<file path="src/rtl/kgp_fetch_pkg.sv">
// Shared types and defaults for the KGP-RISC instruction fetch sequencer.
package kgp_fetch_pkg;

  localparam int          KGP_ADDR_W   = 32;
  localparam int          KGP_DATA_W   = 32;
  localparam logic [31:0] KGP_RESET_PC = 32'h0000_0000;

  typedef enum logic [2:0] {
    ST_IDLE  = 3'd0,
    ST_REQ   = 3'd1,
    ST_STALL = 3'd2,
    ST_DRAIN = 3'd3,
    ST_HALT  = 3'd4
  } fetch_state_e;

endpackage

</file>
<file path="src/rtl/fetch_skid_reg.sv">
// One-entry holding register for a fetched instruction and its address.
// Only the occupancy flag is reset; the payload is qualified by it.
module fetch_skid_reg
  import kgp_fetch_pkg::*;
#(
  parameter int ADDR_W = KGP_ADDR_W,
  parameter int DATA_W = KGP_DATA_W
) (
  input  logic              clk,
  input  logic              rst,
  input  logic              load,
  input  logic              unload,
  input  logic              flush,
  input  logic [DATA_W-1:0] load_data,
  input  logic [ADDR_W-1:0] load_pc,
  output logic [DATA_W-1:0] data,
  output logic [ADDR_W-1:0] pc,
  output logic              full
);

  always_ff @(posedge clk or negedge rst) begin
    if (!rst) begin
      full <= 1'b0;
    end else if (flush) begin
      full <= 1'b0;
    end else if (load) begin
      full <= 1'b1;
    end else if (unload) begin
      full <= 1'b0;
    end
  end

  always_ff @(posedge clk) begin
    if (load) begin
      data <= load_data;
      pc   <= load_pc;
    end
  end

endmodule

</file>
<file path="src/rtl/fetch_sequencer.sv">
// KGP-RISC fetch sequencer: owns the PC, runs the imem req/ack handshake and
// feeds decode. Optional perf counters are enabled with FETCH_PERF_CNT_EN.
module fetch_sequencer
  import kgp_fetch_pkg::*;
#(
  parameter int                ADDR_W   = KGP_ADDR_W,
  parameter int                DATA_W   = KGP_DATA_W,
  parameter logic [ADDR_W-1:0] RESET_PC = ADDR_W'(KGP_RESET_PC)
) (
  input  logic              clk,
  input  logic              rst,
  output logic              imem_req,
  output logic [ADDR_W-1:0] imem_addr,
  input  logic              imem_ack,
  input  logic [DATA_W-1:0] imem_rdata,
  output logic [DATA_W-1:0] instr,
  output logic [ADDR_W-1:0] instr_pc,
  output logic              instr_valid,
  input  logic              instr_ready,
  input  logic              redirect,
  input  logic [ADDR_W-1:0] redirect_pc,
  input  logic              halt,
  output logic [ADDR_W-1:0] pc
`ifdef FETCH_PERF_CNT_EN
  ,
  output logic [31:0]       perf_fetched,
  output logic [31:0]       perf_stall
`endif
);

  fetch_state_e      state, state_nxt;
  logic [ADDR_W-1:0] pc_nxt, addr_nxt, pc_inc;
  logic              valid_nxt, halt_pending, halt_pend_nxt;
  logic              out_load;
  logic [DATA_W-1:0] out_data;
  logic [ADDR_W-1:0] out_pc;
  logic              skid_load, skid_unload, skid_flush, skid_full;
  logic [DATA_W-1:0] skid_data;
  logic [ADDR_W-1:0] skid_pc;

  assign pc_inc   = pc + ADDR_W'(1);
  assign imem_req = (state == ST_REQ) || (state == ST_DRAIN);

  fetch_skid_reg #(.ADDR_W(ADDR_W), .DATA_W(DATA_W)) u_skid (
    .clk       (clk),
    .rst       (rst),
    .load      (skid_load),
    .unload    (skid_unload),
    .flush     (skid_flush),
    .load_data (imem_rdata),
    .load_pc   (imem_addr),
    .data      (skid_data),
    .pc        (skid_pc),
    .full      (skid_full)
  );

  always_comb begin
    state_nxt     = state;
    pc_nxt        = pc;
    addr_nxt      = imem_addr;
    valid_nxt     = instr_valid && !instr_ready;
    halt_pend_nxt = halt_pending;
    out_load      = 1'b0;
    out_data      = imem_rdata;
    out_pc        = imem_addr;
    skid_load     = 1'b0;
    skid_unload   = 1'b0;
    skid_flush    = 1'b0;

    unique case (state)
      ST_IDLE: begin
        state_nxt = ST_REQ;
        addr_nxt  = pc;
        if (halt) begin
          state_nxt     = ST_HALT;
          halt_pend_nxt = 1'b1;
          valid_nxt     = 1'b0;
          skid_flush    = 1'b1;
        end else if (redirect) begin
          pc_nxt     = redirect_pc;
          addr_nxt   = redirect_pc;
          valid_nxt  = 1'b0;
          skid_flush = 1'b1;
        end
      end
      ST_REQ: begin
        if (halt) begin
          halt_pend_nxt = 1'b1;
          valid_nxt     = 1'b0;
          skid_flush    = 1'b1;
          state_nxt     = imem_ack ? ST_HALT : ST_DRAIN;
        end else if (redirect) begin
          pc_nxt     = redirect_pc;
          valid_nxt  = 1'b0;
          skid_flush = 1'b1;
          // A completed request can be replaced at once; an open one must drain.
          if (imem_ack) addr_nxt  = redirect_pc;
          else          state_nxt = ST_DRAIN;
        end else if (imem_ack) begin
          pc_nxt   = pc_inc;
          addr_nxt = pc_inc;
          if (!instr_valid || instr_ready) begin
            out_load  = 1'b1;
            valid_nxt = 1'b1;
          end else begin
            skid_load = 1'b1;
            state_nxt = ST_STALL;
          end
        end
      end
      ST_STALL: begin
        if (halt) begin
          halt_pend_nxt = 1'b1;
          valid_nxt     = 1'b0;
          skid_flush    = 1'b1;
          state_nxt     = ST_HALT;
        end else if (redirect) begin
          pc_nxt     = redirect_pc;
          addr_nxt   = redirect_pc;
          valid_nxt  = 1'b0;
          skid_flush = 1'b1;
          state_nxt  = ST_REQ;
        end else if (instr_ready) begin
          out_load    = 1'b1;
          out_data    = skid_data;
          out_pc      = skid_pc;
          valid_nxt   = skid_full;
          skid_unload = 1'b1;
          addr_nxt    = pc;
          state_nxt   = ST_REQ;
        end
      end
      ST_DRAIN: begin
        // imem_addr is held until the abandoned request is acked; its data is discarded.
        if (halt) begin
          halt_pend_nxt = 1'b1;
          valid_nxt     = 1'b0;
          skid_flush    = 1'b1;
        end else if (redirect && !halt_pending) begin
          pc_nxt     = redirect_pc;
          valid_nxt  = 1'b0;
          skid_flush = 1'b1;
        end
        if (imem_ack) begin
          if (halt || halt_pending) begin
            state_nxt = ST_HALT;
          end else begin
            state_nxt = ST_REQ;
            addr_nxt  = pc_nxt;
          end
        end
      end
      ST_HALT: begin
        valid_nxt = 1'b0;
      end
      default: begin
        state_nxt = ST_IDLE;
        valid_nxt = 1'b0;
      end
    endcase
  end

  always_ff @(posedge clk or negedge rst) begin
    if (!rst) begin
      state        <= ST_IDLE;
      pc           <= RESET_PC;
      imem_addr    <= RESET_PC;
      instr        <= '0;
      instr_pc     <= '0;
      instr_valid  <= 1'b0;
      halt_pending <= 1'b0;
    end else begin
      state        <= state_nxt;
      pc           <= pc_nxt;
      imem_addr    <= addr_nxt;
      instr_valid  <= valid_nxt;
      halt_pending <= halt_pend_nxt;
      if (out_load) begin
        instr    <= out_data;
        instr_pc <= out_pc;
      end
    end
  end

`ifdef FETCH_PERF_CNT_EN
  function automatic logic [31:0] sat_inc(input logic [31:0] v);
    return (&v) ? v : v + 32'd1;
  endfunction

  always_ff @(posedge clk or negedge rst) begin
    if (!rst) begin
      perf_fetched <= '0;
      perf_stall   <= '0;
    end else begin
      if (instr_valid && instr_ready && !redirect && !halt)
        perf_fetched <= sat_inc(perf_fetched);
      if ((state == ST_REQ && !imem_ack) || state == ST_STALL || state == ST_DRAIN)
        perf_stall <= sat_inc(perf_stall);
    end
  end
`endif

endmodule

</file>
<file path="config.mk">
export PLATFORM = sky130hd
export DESIGN_NAME = fetch_sequencer
export DESIGN_NICKNAME = d
export VERILOG_FILES = /design/src/rtl/kgp_fetch_pkg.sv /design/src/rtl/fetch_skid_reg.sv /design/src/rtl/fetch_sequencer.sv
export SDC_FILE = /design/constraint.sdc
export NUM_CORES = 1
export LEC_CHECK = 0
export ABC_AREA = 1
export CAP_MARGIN = 10
export CORE_MARGIN = 3
export CORE_UTILIZATION = 35
export DETAILED_ROUTE_END_ITERATION = 12
export MAX_ROUTING_LAYER = met4
export SYNTH_ARGS = -nofsm -noshare
export SYNTH_HDL_FRONTEND = slang
export SYNTH_SLANG_ARGS = --single-unit
</file>
<file path="constraint.sdc">
create_clock -name clk -period 8.31 [get_ports clk]
set_input_delay 0.831 -clock clk [delete_from_list [all_inputs] [get_ports clk]]
set_output_delay 0.831 -clock clk [all_outputs]
set_load 0.02 [all_outputs]
</file>
==> summary.md <==
## Die
• 184 um — overall die height
• 30900 um^2 — core outline area
• 184 um — die boundary width
• 33800 um^2 — DIE AREA
• 200 — top-level I/O count
• 64 — Site Rows
• 0.359 — starting density of the core

## Layout
• 5090 um^2 — multi-input logic area
• 0.448 — fin util
• 24.8% — Layout Area Growth over Synthesis
• 0.0494 — share of cells above drive strength 1
• nand2_1 — most common cell after layout, fill and taps aside
• 0 — Antenna Diode Count
• 5280 um^2 — register cell area after layout
• nand2_1, nor2_1, clkdlybuf4s50_1, dfrtp_1, o21ai_0 — commonest non-fill, non-tap cells in the layout
• 3036 — fill count
• 1974 — final std cells w/o fill
• 1636 — net total in the final layout

## Worst setup path
• 2 — Bufs and invs on worst path
• nor2_4 — critical path's slowest cell
• flop — critical path capture point type
• inv_2 > nand2_2 > nor2_4 > o21ai_1 > nand2_2 > inv_2 > nand2_1 > a21oi_1 > a22oi_1 — crit path cell chain
• flop — type of element launching the critical path
• 38 — critical path peak fanout
• flop to flop — kind of critical path
• 8.65 ns — data required time at the worst endpoint
• simple AND/OR/NAND/NOR gates — cell class contributing the biggest share of worst-path delay
• 3.96 ns — Data arrival, critical path
• 0.79 ns — critical path's largest stage delay

## Synth
• 198 — synthesis-stage register bit count
• 7.72 um^2 — average footprint of a synthesized cell
• 0.476 — proportion of synthesized chip area in sequential cells
• 1437 — gate count of the mapped netlist
• 11100 um^2 — Post-Syn Area
• 44 — count of distinct cell types in the synthesized netlist
• 1508 — Synth Net Count
• 0 — Warnings, synthesis

## Place
• 3.87 ns — worst setup slack after placement
• 199 — port buffer count
• 1941 — cell count after placement
• 0.907 — Routability Congestion
• 24.0 mm — placed wire-length estimate after detailed placement

## Route
• 0 — DRC Markers
• 10.9k — via count of the routed design
• 19.2 um — Wirelength per Cell
• 5.54 — average vias per placed instance
• 1220 — Starting DRT DRC Count
• 6 — number of iterations in the first detailed-routing pass
• 37.9 mm — WL final
• 0 — final antenna-violating net count

## Global routing
• 0.227 — total global-route track usage
• 10.3k — via count of the first global-routing pass
• 0 — aggregate global routing overflow
• 0 — antenna violations before repair
• 129 — pin count of the biggest net entering global routing
• 59.2 mm — global-route wire length before repair

## CTS
• 198 — number of sinks driven by the clock tree
• done — clock tree from TritonCTS
• 0.44 ns — Worst-Skew Late Latency
• 0 — number of hold buffers added after CTS
• 0.09 ns — post-CTS clock slew at the launch and capture registers of the worst setup and hold paths
• 0 — Resized Gates After CTS
• 0 — Post CTS Setup Buffer Count
• clkbuf_16 — library cell used as clock root buffer
• 2 — number of buffers between clock root and the deepest sink
• 4 — number of H-tree levels
• 17 — TritonCTS buffer count

## STA
• 0.435 — fraction of the cycle the final worst path needs
• 0 — Hold Vio Cnt, Final
• 0.276 GHz — upper clock frequency limit
• 0 — setup violators final
• 3.62 ns — final period demand of the worst path
• 0.259 — Max transition margin
• 0 ns — Post-Route Setup TNS
• no — RSZ-0062 raised after global routing
• 0.0179 ns — final setup skew
• 1.11 ns — Least-Margin Pin Slew
• 4.69 ns — setup slack of the critical path after layout
• 0 — number of pins with negative max-slew slack in the final report

## Pwr
• 0.135 mV — Worst VDD drop
• 0.00568 uW — Pleak
• 152 nW/um^2 — power density over cell area

## Flow run
• 0 — max-capacitance violation count

## Min path
• input port to async pin — Hold WC Path Type

## Status
• finished, final reports clean — status

[report_power, final]
part	leakage (uW)	internal, uW	switching, uW
Clock	0.000301	419	460
Sequential	0.00234	1020	14.9
Combinational	0.00304	79.8	114
Total	0.00568	1520	589
[layer usage]
metal | routed length [um] | GRT usage
met4 | 611 | 0.0526
met3 | 2910 | 0.0330
met5 | 0 | -
met2 | 16500 | 0.335
met1 | 17800 | 0.332
[worst paths after layout]
check | to | depth (start not counted) | slack, ns | from
hold / removal | instr[23]$_DFFE_PN0P_ | 1 | 0.39 | rst
hold reg to reg | u_skid.pc[9]$_DFFE_PP_ | 0 | 0.51 | imem_addr[9]$_DFFE_PN0P_
max in group asynchronous | pc[11]$_DFFE_PN0P_ | 2 | 6.48 | rst
min in group clk | u_skid.pc[9]$_DFFE_PP_ | 0 | 0.51 | imem_addr[9]$_DFFE_PN0P_
setup reg to reg | pc[24]$_DFFE_PN0P_ | 9 | 4.69 | state[2]$_DFFE_PN0P_
setup / recovery | pc[24]$_DFFE_PN0P_ | 9 | 4.69 | state[2]$_DFFE_PN0P_
[per-stage QoR]
| step | cell area (um^2) | hold slack [ns] | total power, uW |
|---|---|---|---|
| global placement | 13200 | 0.492 | 1250 |
| CTS | 13800 | 0.413 | 2130 |
| floorplan | 11100 | 0.500 | 1140 |
| global route | 13800 | 0.423 | 2190 |
| finish | 13800 | 0.388 | 2110 |
| detailed placement | 13200 | 0.493 | 1250 |
[cell families (layout without fill, tap and decap cells)]
group | after synthesis | after routing | share of synthesized area
simple gates | 751 | 751 | 0.291
fa+ha+maj | 1 | 1 | 0.00113
compound gates | 309 | 309 | 0.162
flops | 198 | 198 | 0.476
mux | 4 | 4 | 0.00372
buf+inv | 174 | 315 | 0.0670
[synthesized netlist by cell type, drive strengths merged]
cell	n	area [um^2]
a211oi	4	30.0
a21boi	1	7.51
a21oi	67	335
a22oi	14	105
a31oi	69	432
a32oi	2	17.5
a41oi	2	17.5
and2	3	18.8
buf	54	290
clkbuf	47	179
dfrtp	134	3350
edfxtp	64	1920
ha	1	12.5
inv	73	274
mux2	1	11.3
mux2i	3	30.0
nand2	351	1330
nand3	80	405
nand3b	1	7.51
nand4	82	513
nor2	212	823
nor3	16	85.1
nor3b	1	7.51
nor4	1	6.26
o2111ai	1	8.76
o211a	1	10.0
o211ai	16	120
o21a	7	52.6
o21ai	112	561
o21bai	2	15.0
o221ai	4	35.0
o22ai	5	31.3
o31ai	2	15.0
or2	4	25.0
[worst register-to-register path: cells and delay by family, from the launching register on]
kind                   cells  cell delay, ns
AO/OA/AOI/OAI              3            0.46
buffers and inverters      2            0.71
flip-flops                 1            0.47
AND/OR/NAND/NOR            4            1.89
[area by class of cell]
class                   instances  area share
repair buffers                210       0.150
inverters                      73      0.0198
multi-input cells            1065       0.368
clock inverters                15      0.0141
flip-flops and latches        198       0.381
clock buffers                  17      0.0307
well taps                     396      0.0358
[state kept, by name (all words and copies together), names as in the netlist]
name	count
imem_addr	32
instr	32
instr_pc	32
pc	32
u_skid.data	32
u_skid.pc	32
state	3
halt_pending	1
instr_valid	1
u_skid.full	1
No activity file was read; power rests on OpenSTA's default activity.
